$ cat config.mk
export PLATFORM = sky130hd
export DESIGN_NAME = blink_sequencer
export DESIGN_NICKNAME = d
export VERILOG_FILES = /design/src/rtl/blink_sequencer_pkg.sv /design/src/rtl/blink_sequencer_phase_timer.sv /design/src/rtl/blink_sequencer.sv
export SDC_FILE = /design/constraint.sdc
export NUM_CORES = 1
export LEC_CHECK = 0
export ABC_AREA = 1
export CORE_UTILIZATION = 58
export CTS_BUF_LIST = sky130_fd_sc_hd__clkbuf_8
export DETAILED_ROUTE_END_ITERATION = 16
export GPL_TIMING_DRIVEN = 0
export HOLD_SLACK_MARGIN = 0.03
export PLACE_DENSITY = 0.87
export SLEW_MARGIN = 10
export SYNTH_ARGS = -nofsm -noshare
export SYNTH_HDL_FRONTEND = slang
export SYNTH_SLANG_ARGS = --single-unit
$ cat constraint.sdc
create_clock -name i_clk -period 2.1 [get_ports i_clk]
set_input_delay 0.42 -clock i_clk [delete_from_list [all_inputs] [get_ports i_clk]]
set_output_delay 0.42 -clock i_clk [all_outputs]
set_load 0.02 [all_outputs]
$ cat src/rtl/blink_sequencer_pkg.sv
// Shared types and parameter defaults for the LED blink sequencer.
package blink_pkg;

  typedef enum logic [1:0] {
    IDLE = 2'd0,
    ON   = 2'd1,
    OFF  = 2'd2,
    DONE = 2'd3
  } state_e;

  localparam int COUNT_LENGTH_DEF = 3;
  localparam int BLINK_W_DEF      = 4;

endpackage

$ cat src/rtl/blink_sequencer_phase_timer.sv
// Loadable down-counter; o_tc marks the last cycle of a programmed interval.
import blink_pkg::*;

module phase_timer #(
  parameter int COUNT_LENGTH = COUNT_LENGTH_DEF
) (
  input  logic                    i_clk,
  input  logic                    i_rst_n,
  input  logic                    i_load,
  input  logic [COUNT_LENGTH-1:0] i_val,
  output logic                    o_tc
);

  logic [COUNT_LENGTH-1:0] count_q, count_d;

  assign o_tc = (count_q == COUNT_LENGTH'(1)) && !i_load;

  // On the terminal count the timer reloads from i_val, which the owner points
  // at the next phase's duration, so back-to-back phases have no gap cycle.
  always_comb begin
    count_d = count_q;
    if (i_load || o_tc)
      count_d = i_val;
    else if (count_q != '0)
      count_d = count_q - COUNT_LENGTH'(1);
  end

  always_ff @(posedge i_clk) begin
    if (!i_rst_n) count_q <= '0;
    else          count_q <= count_d;
  end

endmodule

$ cat src/rtl/blink_sequencer.sv
// Runs N on/off LED blink cycles with programmable on/off durations.
import blink_pkg::*;

module blink_sequencer #(
  parameter int COUNT_LENGTH = COUNT_LENGTH_DEF,
  parameter int BLINK_W      = BLINK_W_DEF
) (
  input  logic                    i_clk,
  input  logic                    i_rst_n,
  input  logic                    i_start,
  input  logic [COUNT_LENGTH-1:0] i_on_time,
  input  logic [COUNT_LENGTH-1:0] i_off_time,
  input  logic [BLINK_W-1:0]      i_blinks,
  input  logic                    i_abort,
  output logic                    o_led,
  output logic                    o_busy,
  output logic                    o_done,
  output logic [BLINK_W-1:0]      o_blink_cnt
);

  state_e                  state_q, state_d;
  logic [COUNT_LENGTH-1:0] on_q, on_d;
  logic [COUNT_LENGTH-1:0] off_q, off_d;
  logic [BLINK_W-1:0]      blinks_q, blinks_d;
  logic [BLINK_W-1:0]      cnt_q, cnt_d;

  logic                    tmr_load;
  logic [COUNT_LENGTH-1:0] tmr_val;
  logic                    tmr_tc;
  logic [COUNT_LENGTH-1:0] on_eff, off_eff, on_in_eff;

  // Zero durations behave as one cycle.
  assign on_eff    = (on_q  == '0) ? COUNT_LENGTH'(1) : on_q;
  assign off_eff   = (off_q == '0) ? COUNT_LENGTH'(1) : off_q;
  assign on_in_eff = (i_on_time == '0) ? COUNT_LENGTH'(1) : i_on_time;

  phase_timer #(.COUNT_LENGTH(COUNT_LENGTH)) u_timer (
    .i_clk   (i_clk),
    .i_rst_n (i_rst_n),
    .i_load  (tmr_load),
    .i_val   (tmr_val),
    .o_tc    (tmr_tc)
  );

  always_comb begin
    state_d  = state_q;
    on_d     = on_q;
    off_d    = off_q;
    blinks_d = blinks_q;
    cnt_d    = cnt_q;
    tmr_load = 1'b0;
    tmr_val  = on_eff;
    unique case (state_q)
      IDLE: begin
        tmr_val = on_in_eff;
        if (i_start) begin
          on_d     = i_on_time;
          off_d    = i_off_time;
          blinks_d = i_blinks;
          cnt_d    = '0;
          tmr_load = 1'b1;
          state_d  = (i_blinks == '0) ? DONE : ON;
        end
      end
      ON: begin
        tmr_val = off_eff;
        if (i_abort) begin
          state_d = IDLE;
        end else if (tmr_tc) begin
          state_d = OFF;
          cnt_d   = cnt_q + BLINK_W'(1);
        end
      end
      OFF: begin
        tmr_val = on_eff;
        if (i_abort)
          state_d = IDLE;
        else if (tmr_tc)
          state_d = (cnt_q == blinks_q) ? DONE : ON;
      end
      DONE: state_d = IDLE;
      default: state_d = IDLE;
    endcase
  end

  always_ff @(posedge i_clk) begin
    if (!i_rst_n) begin
      state_q  <= IDLE;
      on_q     <= '0;
      off_q    <= '0;
      blinks_q <= '0;
      cnt_q    <= '0;
    end else begin
      state_q  <= state_d;
      on_q     <= on_d;
      off_q    <= off_d;
      blinks_q <= blinks_d;
      cnt_q    <= cnt_d;
    end
  end

  assign o_led       = (state_q == ON);
  assign o_busy      = (state_q == ON) || (state_q == OFF);
  assign o_done      = (state_q == DONE);
  assign o_blink_cnt = cnt_q;

endmodule

# Yosys cells after proc, flatten, opt, wreduce, memory -nomap -nowiden
# Cells that the tools add are included.
[op_classes]
mul = 0
shifts = 0
muxes = 20
eq_ne = 10
bitwise = 0
n_reduce_logical = 15
n_lt_le_gt_ge = 0
n_div = 0
add_sub_neg = 2
[op_table]
columns = ["cell", "count"]
rows = [
  ["$mux 3", 5],
  ["$mux 2", 7],
  ["$mux 4", 3],
  ["$logic_not 3->1", 3],
  ["$pmux 2 s4", 1],
  ["$pmux 4 s2", 1],
  ["$ne 3x2->1 const B", 2],
  ["$pmux 3 s2", 1],
  ["$add 4x1->4 const B", 1],
  ["$eq 2x2->1 const B", 2],
  ["$eq 4x4->1", 1],
  ["$logic_not 4->1", 1],
  ["$ne 2x2->1 const B", 2],
  ["$reduce_and 4->1", 1],
  ["$reduce_bool 2->1", 2],
  ["$eq 3x1->1 const B", 1],
  ["$reduce_and 3->1", 1],
  ["$reduce_bool 3->1", 1],
  ["$sub 3x1->3 const B", 1],
  ["$eq 2x1->1 const B", 1],
  ["$logic_not 2->1", 1],
  ["$logic_or 1x1->1", 2],
  ["$mux 1", 2],
  ["$ne 2x1->1 const B", 1],
  ["3 further kinds", 3],
]
[word_totals]
inputBits = 14
word_cells = 53
mem_bits_rw = 0
out_inout_bits = 7
mem_count = 0
ff_bits = 19
rom_bits = 0
latchBits = 0

# Logic depth before layout (Yosys ltp)
[logic_depth]
word_depth = 7
ltp_mapped = 10
ltp_nobuf = 10

# Hierarchy
# Synthesis repeated with hierarchy kept, for this count alone.
[unflattened]
cells_unflattened = 163
hier_area_um2 = 1133.6
[by_module_without_submodules]
columns = ["mod", "seq_area_each_um2", "cells_per_inst", "area_per_inst_um2", "n_inst"]
rows = [
  ["blink_sequencer", 320.3, 127, 879.6, 1],
  ["phase_timer", 60.1, 36, 254.0, 1],
]

# Least setup slack after synthesis
# OpenSTA, ideal clock, no wires.
[synth_timing]
path_kind = "flip-flop to flip-flop"
startpoint = "register state_q[1]"
endpoint = "register cnt_q[3], in the netlist o_blink_cnt[3]"
stages_incl_launch_ff = 8
setup_time_ns = 0.116
path_buffers = 0
t_required_ns = 1.984
path_slack_ns = 0.614
synth_period_minus_slack_ns = 1.486
arrival_ns = 1.370
cell_sequence = "dfxtp_1 inv_1 ha_1 inv_2 o21ai_4 nand4_1 nand2_1 nor2_2"
[synth_via]
word_cells_on_any_way = 11
classes_between = "eq/ne (4); mux (2); reduce/logical (5)"
[synth_rtl]
columns = ["item", "line_no", "rtl"]
rows = [
  ["start, declared", "blink_sequencer.sv:21", "state_e state_q, state_d;"],
  ["start signal, assigned", "blink_sequencer.sv:94", "state_q <= state_d;"],
  ["$eq 2x1->1 *", "n/a", ""],
  ["via o_led", "blink_sequencer.sv:15", "output logic o_led,"],
  ["$ne 2x1->1 (no line), or another cell as far along", "n/a", ""],
  ["$reduce_and 4->1 (no line)", "n/a", ""],
  ["end signal, assigned", "blink_sequencer.sv:98", "cnt_q <= cnt_d;"],
  ["end, declared", "blink_sequencer.sv:25", "logic [BLINK_W-1:0] cnt_q, cnt_d;"],
]
# The timed path passes the listed nets; every way through them passes the cells marked *.
# A chain may end at the register's enable or synchronous reset.

# Worst setup path in the final report
[layout_timing]
startpoint = "register state_q[0]"
endpoint = "output o_busy"
[layout_via]
elab_chain_cells = 2
word_cells_on_any_way = 3
classes_between = "eq/ne (2); reduce/logical (1)"
[layout_lines]
columns = ["item", "line_no", "rtl"]
rows = [
  ["$eq 2x1->1 / $eq 2x2->1 (equally long branches)", "blink_sequencer.sv:103", "assign o_busy = (state_q == ON) || (state_q == OFF);"],
  ["$logic_or 1x1->1 *", "blink_sequencer.sv:103", ""],
  ["end, declared", "blink_sequencer.sv:16", "output logic o_busy,"],
]
# Every way passes the cells marked *; elsewhere a longest branch is shown, timed or not.

==> flow_summary_export.csv <==
group,metric,value,unit
status,outcome,"finished, final reports clean",
detailed_routing,drc_errors,0,
timing,worst_slack,0.0495,ns
power_and_ir_drop,ir_drop,0.00143,V
worst_hold_path,min_from,"on_q[0]",
placement,dp_hpwl,1960,µm
synthesis,ys_seq_area_share,33.2,%
detailed_routing,drt-pass1-iter-count,4,
setup_path,r2r_slack,0.47,ns
worst_hold_path,worstHoldEndpoint,"on_q[0]",
power_and_ir_drop,leakage,0.000607,µW
cts,numCtsBuffers,3,
detailed_routing,avgViaCountPerCell,5.31,
cells_and_area,fin_nets,212,
synthesis,synth_cell_type_count,26,
cells_and_area,fillers,134,
floorplan,core,1780,µm²
setup_path,cp_top_family,"buffers and inverters",
setup_path,cpMaxStageDelayCell,"clkdlybuf4s50_1",
cts,clock_latency,0.26,ns
synthesis,syn_area_per_cell,6.99,µm²
timing,tightest_slew,0.429,ns
setup_path,max_stage_delay,0.59,ns
detailed_routing,antenna_left,0,
detailed_routing,drtIter0Drc,30,
cells_and_area,layout_common_cells,"nand2_1 (29), inv_1 (22), nor2_1 (19), dfxtp_1 (19), clkdlybuf4s50_1 (19)",
timing,slew_violations,0,
cells_and_area,final_common_cell,"nand2_1",
timing,fin_skew,0.00213,ns
detailed_routing,vias,1130,
setup_path,path_buf_inv,2,
cts,cts_root_buffer,"clkbuf_8",
setup_path,crit_arrival,1.63,ns
worst_hold_path,hp-class,"reg2reg",
synthesis,syn_inst,164,
setup_path,critical_path_peak_fanout,4,
worst_hold_path,whs_path_depth,2,
floorplan,fp-row-count,15,
timing,rsz0062_at_grt,"no",
global_route,grt_max_degree,12,
cts,post_cts_resized,1,
setup_path,worstSetupStartpointType,"flip-flop",
setup_path,r2r_cells,8,
timing,timing.final.crit_share,97.6,%
detailed_routing,avgRoutedWirePerCell,12.2,µm
synthesis,yosys_warnings,0,
global_route,grt_usage,27.8,%
cts,htree_num_levels,1,
cells_and_area,area_delta_synth_final,24.7,%
setup_path,reg2reg_to,"o_blink_cnt[3]",
setup_path,endpoint_kind,"output port",
global_route,grt_pass1_wl,4200,µm
synthesis,ys_ff_latch,19,
floorplan,pin_count,21,
floorplan,dieArea,2160,µm²
timing,finalSetupViolCount,0,
floorplan,fp.dieH,46.5,µm
global_route,grt_pass1_vias,984,
placement,io_buffer_count,20,
setup_path,path_class,"reg2out",
cells_and_area,n_antenna_cell,0,
timing,fmax,488,MHz
power_and_ir_drop,power,1820,µW
setup_path,crit_chain,"inv_1, ha_1, clkdlybuf4s50_1",
synthesis,synth_nets,187,
detailed_routing,wl,2590,µm
floorplan,die_w,46.5,µm
cts,postCtsSetupBuffers,0,
synthesis,syn-cell-area,1150,µm²
timing,slew_headroom,71.4,%
floorplan,start_util,64.3,%
cts,path_clk_slew,0.07,ns
timing,finalCriticalPeriod,2.05,ns
timing,hold_viol_final,0,
timing,setup_tns,0,ns
cts,clk_path_buf_depth,2,
cts,hold_buffers,0,
global_route,overflow,0,
global_route,antenna_found_initial,0,
placement,dp_slack,0.250,ns
setup_path,reg2reg_from,"state_q[0]",
power_and_ir_drop,p_per_area,1280,nW/µm²
placement,gp_congestion,0.877,
cells_and_area,post_route_cells_drive_above_1_share,11.2,%
run,maxCapViolations,0,
cts,cts_sinks,19,
setup_path,required,1.68,ns
cts,cts_tree,"yes",
## routing by layer
metal	vias up	wire length [µm]	track usage [%]
met5	-	0	0
met4	0	17	6.47
met3	4	196	8.63
met2	43	1260	45.8
met1	504	1120	35.1
li1	579	-	-
## synthesized netlist by cell type, drive strengths merged
| cell type | instances | share of area, % |
|---|---|---|
| a211oi | 2 | 1.3 |
| a21oi | 19 | 9.0 |
| buf | 2 | 1.4 |
| clkbuf | 1 | 0.33 |
| dfxtp | 19 | 33 |
| ha | 9 | 9.8 |
| inv | 26 | 8.5 |
| nand2 | 32 | 11 |
| nand3 | 4 | 2.6 |
| nand4 | 3 | 1.6 |
| nor2 | 20 | 6.8 |
| nor3 | 2 | 0.87 |
| o211ai | 1 | 0.66 |
| o21ai | 21 | 10 |
| o221ai | 1 | 0.76 |
| xnor2 | 1 | 0.76 |
| xor2 | 1 | 0.76 |
## power by group
group,internal [µW],switching (µW)
clock network,132,121
registers,463,64.4
logic,389,654
## worst register-to-register path, cell delays in order, from the launching register on
cell and delay [ns]:
dfxtp_1 0.39, inv_1 0.11, ha_1 0.31, inv_2 0.12, nor2_1 0.06, a21oi_2 0.27
nand4_1 0.13, nand2_1 0.11, nor2_2 0.04
## cell families after synthesis
logic type | after synthesis | share of synthesized area [%]
xor+xnor | 2 | 1.53
simple gates | 61 | 23.0
fa+ha+maj | 9 | 9.83
flops | 19 | 33.2
compound gates | 44 | 22.2
buf+inv | 29 | 10.3
## layout make-up
cell class | instances | area (µm²) | share of cell area, %
inverters | 26 | 97.6 | 6.83
repair buffers | 20 | 203 | 14.2
flip-flops and latches | 19 | 380 | 26.6
multi-input cells | 116 | 651 | 45.5
clock buffers | 3 | 41.3 | 2.89
well taps | 25 | 31.3 | 2.19
clock inverters | 1 | 5.00 | 0.350
plain buffers | 3 | 20.0 | 1.40
## flip-flops by register name (all words and copies together), names as in the netlist
| register | flops |
|---|---|
| blinks_q | 4 |
| o_blink_cnt | 4 |
| off_q | 3 |
| on_q | 3 |
| u_timer.count_q | 3 |
| state_q | 2 |
## worst max path at each step
stage                     from             end  slack, ns  cells past startpoint
floorplan           state_q[1]  o_blink_cnt[3]       0.61                      7
global placement    state_q[1]           o_led       0.26                      3
detailed placement  state_q[1]           o_led       0.25                      3
CTS                 state_q[1]           o_led       0.04                      3
global route        state_q[0]          o_busy       0.01                      3
finish              state_q[0]          o_busy       0.05                      3
## through the flow
stage | std cells | utilization [%] | hold slack [ns] | cell area, µm²
after floorplan | 164 | - | 0.424 | 1150
after global placement | 209 | 77.3 | 0.443 | 1380
after detailed placement | 209 | 77.3 | 0.445 | 1380
after CTS | 213 | 80.0 | 0.457 | 1430
after global routing | 213 | 80.1 | 0.481 | 1430
final | 213 | 80.1 | 0.451 | 1430
No activity file was read; power rests on OpenSTA's default activity.
